==> src/rtl/hazard_stall_unit.sv <==
// Load-use hazard detector and stall/flush controller for a decode/execute pipeline.
// Optional macro HAZARD_STALL_PERF_CNT_EN adds a saturating StallCycles counter.
module hazard_stall_unit #(
   parameter int unsigned MEM_LAT = 2
) (
   input  logic       clk,
   input  logic       rst,
   input  logic [3:0] R2_1,
   input  logic [3:0] R3_1,
   input  logic [1:0] ExtndSel0,
   input  logic [3:0] DestR_2,
   input  logic       MemRd_2,
   input  logic       BranchTaken_2,
   output logic       StallF,
   output logic       StallD,
   output logic       FlushD,
   output logic       FlushE,
   output logic       Busy
`ifdef HAZARD_STALL_PERF_CNT_EN
   ,
   output logic [15:0] StallCycles
`endif
);

   localparam int unsigned REG_W  = 4;
   localparam int unsigned CNT_W  = 4;
   localparam int unsigned PERF_W = 16;

   typedef enum logic {
      IDLE      = 1'b0,
      LOAD_WAIT = 1'b1
   } state_t;

   state_t             state_q;
   state_t             state_d;
   logic [CNT_W-1:0]   cnt_q;
   logic [CNT_W-1:0]   cnt_d;

   logic               use2_c;
   logic               use3_c;
   logic               hazard_c;

   // R0 is hard-wired zero, so a load targeting it can never be a producer.
   always_comb begin
      use2_c   = ExtndSel0[1];
      use3_c   = ExtndSel0[1] & ~ExtndSel0[0];
      hazard_c = MemRd_2 & (DestR_2 != REG_W'(0)) &
                 ((use2_c & (R2_1 == DestR_2)) | (use3_c & (R3_1 == DestR_2)));
   end

   // Next-state and control outputs; reset forces every output low.
   always_comb begin
      state_d = state_q;
      cnt_d   = cnt_q;
      StallF  = 1'b0;
      StallD  = 1'b0;
      FlushD  = 1'b0;
      FlushE  = 1'b0;
      Busy    = 1'b0;

      if (!rst) begin
         state_d = IDLE;
         cnt_d   = '0;
      end else begin
         case (state_q)
            IDLE: begin
               if (BranchTaken_2) begin
                  FlushD = 1'b1;
                  FlushE = 1'b1;
               end else if (hazard_c) begin
                  StallF = 1'b1;
                  StallD = 1'b1;
                  FlushE = 1'b1;
                  if (MEM_LAT > 1) begin
                     state_d = LOAD_WAIT;
                     cnt_d   = CNT_W'(MEM_LAT - 1);
                  end
               end
            end

            LOAD_WAIT: begin
               Busy = 1'b1;
               if (BranchTaken_2) begin
                  FlushD  = 1'b1;
                  FlushE  = 1'b1;
                  state_d = IDLE;
                  cnt_d   = '0;
               end else begin
                  StallF = 1'b1;
                  StallD = 1'b1;
                  FlushE = 1'b1;
                  cnt_d  = cnt_q - CNT_W'(1);
                  // cnt==0 is unreachable; treat it as the last cycle for safety.
                  if (cnt_q <= CNT_W'(1)) begin
                     state_d = IDLE;
                     cnt_d   = '0;
                  end
               end
            end

            default: begin
               state_d = IDLE;
               cnt_d   = '0;
            end
         endcase
      end
   end

   // State register with synchronous active-low reset.
   always_ff @(posedge clk) begin
      if (!rst) begin
         state_q <= IDLE;
         cnt_q   <= '0;
      end else begin
         state_q <= state_d;
         cnt_q   <= cnt_d;
      end
   end

`ifdef HAZARD_STALL_PERF_CNT_EN
   // Counts decode-stall cycles, sticking at all-ones.
   always_ff @(posedge clk) begin
      if (!rst) begin
         StallCycles <= '0;
      end else if (StallD && (StallCycles != {PERF_W{1'b1}})) begin
         StallCycles <= StallCycles + PERF_W'(1);
      end
   end
`endif

endmodule

==> config.mk <==
export PLATFORM = sky130hd
export DESIGN_NAME = hazard_stall_unit
export DESIGN_NICKNAME = d
export VERILOG_FILES = /design/src/rtl/hazard_stall_unit.sv
export SDC_FILE = /design/constraint.sdc
export NUM_CORES = 1
export LEC_CHECK = 0
export CORE_AREA = 5 5 42 44
export CTS_BUF_LIST = sky130_fd_sc_hd__clkbuf_8
export CTS_CLUSTER_DIAMETER = 100
export DETAILED_ROUTE_END_ITERATION = 16
export DIE_AREA = 0 0 47 49
export PLACE_DENSITY = 0.72
export SLEW_MARGIN = 10
export SYNTH_ARGS = -nofsm -noshare
export SYNTH_HDL_FRONTEND = slang
export SYNTH_SLANG_ARGS = --single-unit
==> constraint.sdc <==
create_clock -name clk -period 1.42 [get_ports clk]
set_input_delay 0.142 -clock clk [delete_from_list [all_inputs] [get_ports clk]]
set_output_delay 0.142 -clock clk [all_outputs]
set_load 0.05 [all_outputs]
==> flow_summary.yaml <==
sta:
  fin_crit_ns: 1.591
  maxSlewViolCount: 0
  slew_headroom_pct: 77.16
  hold_viol_final: 0
  fmax_ghz: 0.6286
  tightest_slew_ns: 0.3415
  rsz0062_at_grt: "yes"
  fin_skew_ns: 0.001078
  setup_viol: 3
  fin_crit_sh_pct: 112.0
  holdWs_ns: 0.4525
  setup_slack_ns: -0.1709
setup_path:
  worst_setup_path_end_kind: "primary output"
  r2r_slack_ns: 0.03
  worst-path-buf-inv: 2
  start_kind: "input pin"
  slowest_delay_ns: 0.54
  startpoint: "DestR_2[0]"
  crit_family: "simple AND/OR/NAND/NOR gates"
  crit_chain: "buf_6 > or4_4 > nand4b_1 > o22ai_2 > o31a_2 > buf_8"
  slowest_stage: "or4_4"
  arrival_ns: 1.45
  critPathRequiredTime_ns: 1.28
  worstReg2RegEnd: "cnt_q[0]$_SDFFE_PN0P_"
  r2r_cells: 5
  crit_type: "input pin to primary output"
  path_max_fanout: 3
  r2r_start: "cnt_q[1]$_SDFFE_PN0P_"
outcome:
  status: "complete, but fails checks"
  violations: "negative setup slack"
pwr:
  ir_drop_v: 0.0002468
  power_density_mw_per_mm2: 578.8
  power.leakage_nw: 0.4448
final_layout:
  layout_common_cells: "buf_4 (15), dlygate4sd2_1 (7), xnor2_1 (6)"
  fin_cells: 111
  drive_above_1_share_pct: 49.47
  antenna_cells: 0
  layout.nets: 116
  layout_commonest_cell: "buf_4"
  syn2layout_area_growth_pct: 105.5
die:
  core_region_area_mm2: 0.001401
  io_pins: 23
  die-area_mm2: 0.002303
  die_w_um: 47
  num_rows: 14
  start_util_pct: 34.02
  die_y_um: 49
routing:
  wl_per_cell_um: 12.87
  vias: 559
  drt_iter0_markers: 0
  wl_um: 1429
  viasPerCell: 5.036
  drc_errors: 0
  antenna_left: 0
  drt_pass1_iterations: 1
cts:
  insertion_delay_ns: 0.22
  clock_path_buffers: 2
  ctsHoldBuffers: 0
  cts_sinks: 5
  clkTransAtPathRegs_ns: 0.04
  cts_tree: "yes"
  numCtsBuffers: 3
  clock-root-buffer: "clkbuf_8"
  htree_levels: 1
global_route:
  grt_pass1_wl_um: 2263
  grt_pass1_vias: 590
  overflow: 0
  grt.total_usage_pct: 13.52
  grt_antenna_before_repair: 0
  grt_start_max_net_pins: 12
logic_synthesis:
  syn_nets: 75
  ys_ff_latch: 5
  synth_seq_area_share_pct: 21.00
  netlist_area_um2: 476.7
  ys_types: 28
  avgSynthCellArea_um2: 8.667
  yosysWarnings: 0
  synthCells: 55
min_path:
  worstHoldStart: "BranchTaken_2"
  hold_class: "input pin to flip-flop"
  worstHoldPathCells: 3
  min_to: "cnt_q[1]$_SDFFE_PN0P_"
run:
  drv_cap: 0
place:
  placedCellCount: 101
  globalplace.congestion: 0.7054
  port_buffers: 22
## worst max-delay path by stage
stage,to,slack [ns],depth (start not counted)
after floorplan,StallF,-0.08,5
after global placement,FlushE,-0.51,6
after detailed placement,FlushE,-0.55,6
after CTS,FlushE,-0.25,6
after global routing,FlushE,-0.21,6
final,FlushE,-0.17,6
## report_power, final
group / total (mW) / leakage [nW] / internal (mW) / switching (mW)
Combinational: 0.169 / 0.376 / 0.0996 / 0.0696
Clock: 0.257 / 0.0269 / 0.185 / 0.0712
Sequential: 0.141 / 0.0416 / 0.140 / 0.000940
Total: 0.567 / 0.445 / 0.425 / 0.142
## flip-flops by register name, indices dropped and copies added (netlist names)
name and cells:
cnt_q 4, state_q 1
## cell type report
| class | instances | area (um^2) |
|---|---|---|
| clock buffer | 3 | 41.29 |
| clock inverter | 1 | 3.754 |
| fill | 113 | 421.7 |
| inverter | 3 | 16.27 |
| multi-input combinational | 45 | 420.4 |
| sequential | 5 | 105.1 |
| tap | 16 | 20.02 |
| timing repair buffer | 38 | 372.9 |
## timing repair
item / 4_1_cts / 5_1_grt
setup endpoints to repair: 8 / 6
cloned: 0 / 0
gates resized for setup: 30 / 22
endpoints found under the hold margin: 0 / 0
setup buffers: 3 / 3
pin swaps: 7 / 9
## synthesized netlist by cell type
cell | number | area share, %
nand3b_1 | 4 | 6.3
nand4_1 | 2 | 2.6
nand4b_1 | 1 | 1.8
nor3b_1 | 1 | 1.6
and2b_2 | 1 | 1.8
xnor2_1 | 8 | 15
ha_1 | 2 | 5.2
nor2_1 | 2 | 1.6
buf_4 | 1 | 1.6
nand3_1 | 2 | 2.1
and2_1 | 3 | 3.9
o211a_1 | 1 | 2.1
a21bo_2 | 1 | 2.1
o32ai_2 | 1 | 3.4
o311a_1 | 1 | 2.1
and3_1 | 1 | 1.3
buf_6 | 1 | 2.4
o21ai_0 | 4 | 4.2
or4_4 | 1 | 2.4
o22ai_1 | 1 | 1.3
a22o_2 | 1 | 2.1
o31a_1 | 2 | 3.7
nand2_1 | 2 | 1.6
nor2b_1 | 1 | 1.3
inv_1 | 3 | 2.4
dfxtp_1 | 5 | 21
mux2i_1 | 1 | 2.1
or3_1 | 1 | 1.3
## cells by family after synthesis
logic type	Yosys count	share of synthesized area (%)
mux	1	2.100
buf+inv	5	6.299
compound gates	12	21.00
fa+ha+maj	2	5.249
flops	5	21.00
xor+xnor	8	14.70
simple gates	22	29.66
## metal layers
| metal | vias to the layer above | GRT usage [%] | part of all wire [%] |
|---|---|---|---|
| met5 | - | 0 | 0 |
| met4 | 0 | 8.756 | 2.9 |
| met3 | 4 | 4.428 | 6.9 |
| met2 | 21 | 24.89 | 56 |
| met1 | 252 | 11.21 | 34 |
| li1 | 282 | - | - |
## per-stage QoR
step                util, %  cell area, um^2  total power, mW  setup TNS (ns)  setup slack (ns)
detailed placement    57.32            803.3           0.2990          -3.409           -0.5525
finish                69.91            979.7           0.5671         -0.3828           -0.1709
global placement      57.32            803.3           0.2945          -3.087           -0.5122
CTS                   63.13            884.6           0.5659         -0.5142           -0.2534
global route          69.91            979.7           0.6063         -0.5195           -0.2134
floorplan                 -            501.7           0.2093        -0.08356          -0.08356
## worst min-delay path, cell delays in order
cell and delay, ns:
dlymetal6s2s_1 0.21, o32ai_4 0.15, o21ai_0 0.14
Note: power is estimated with default switching activity, not from simulation.
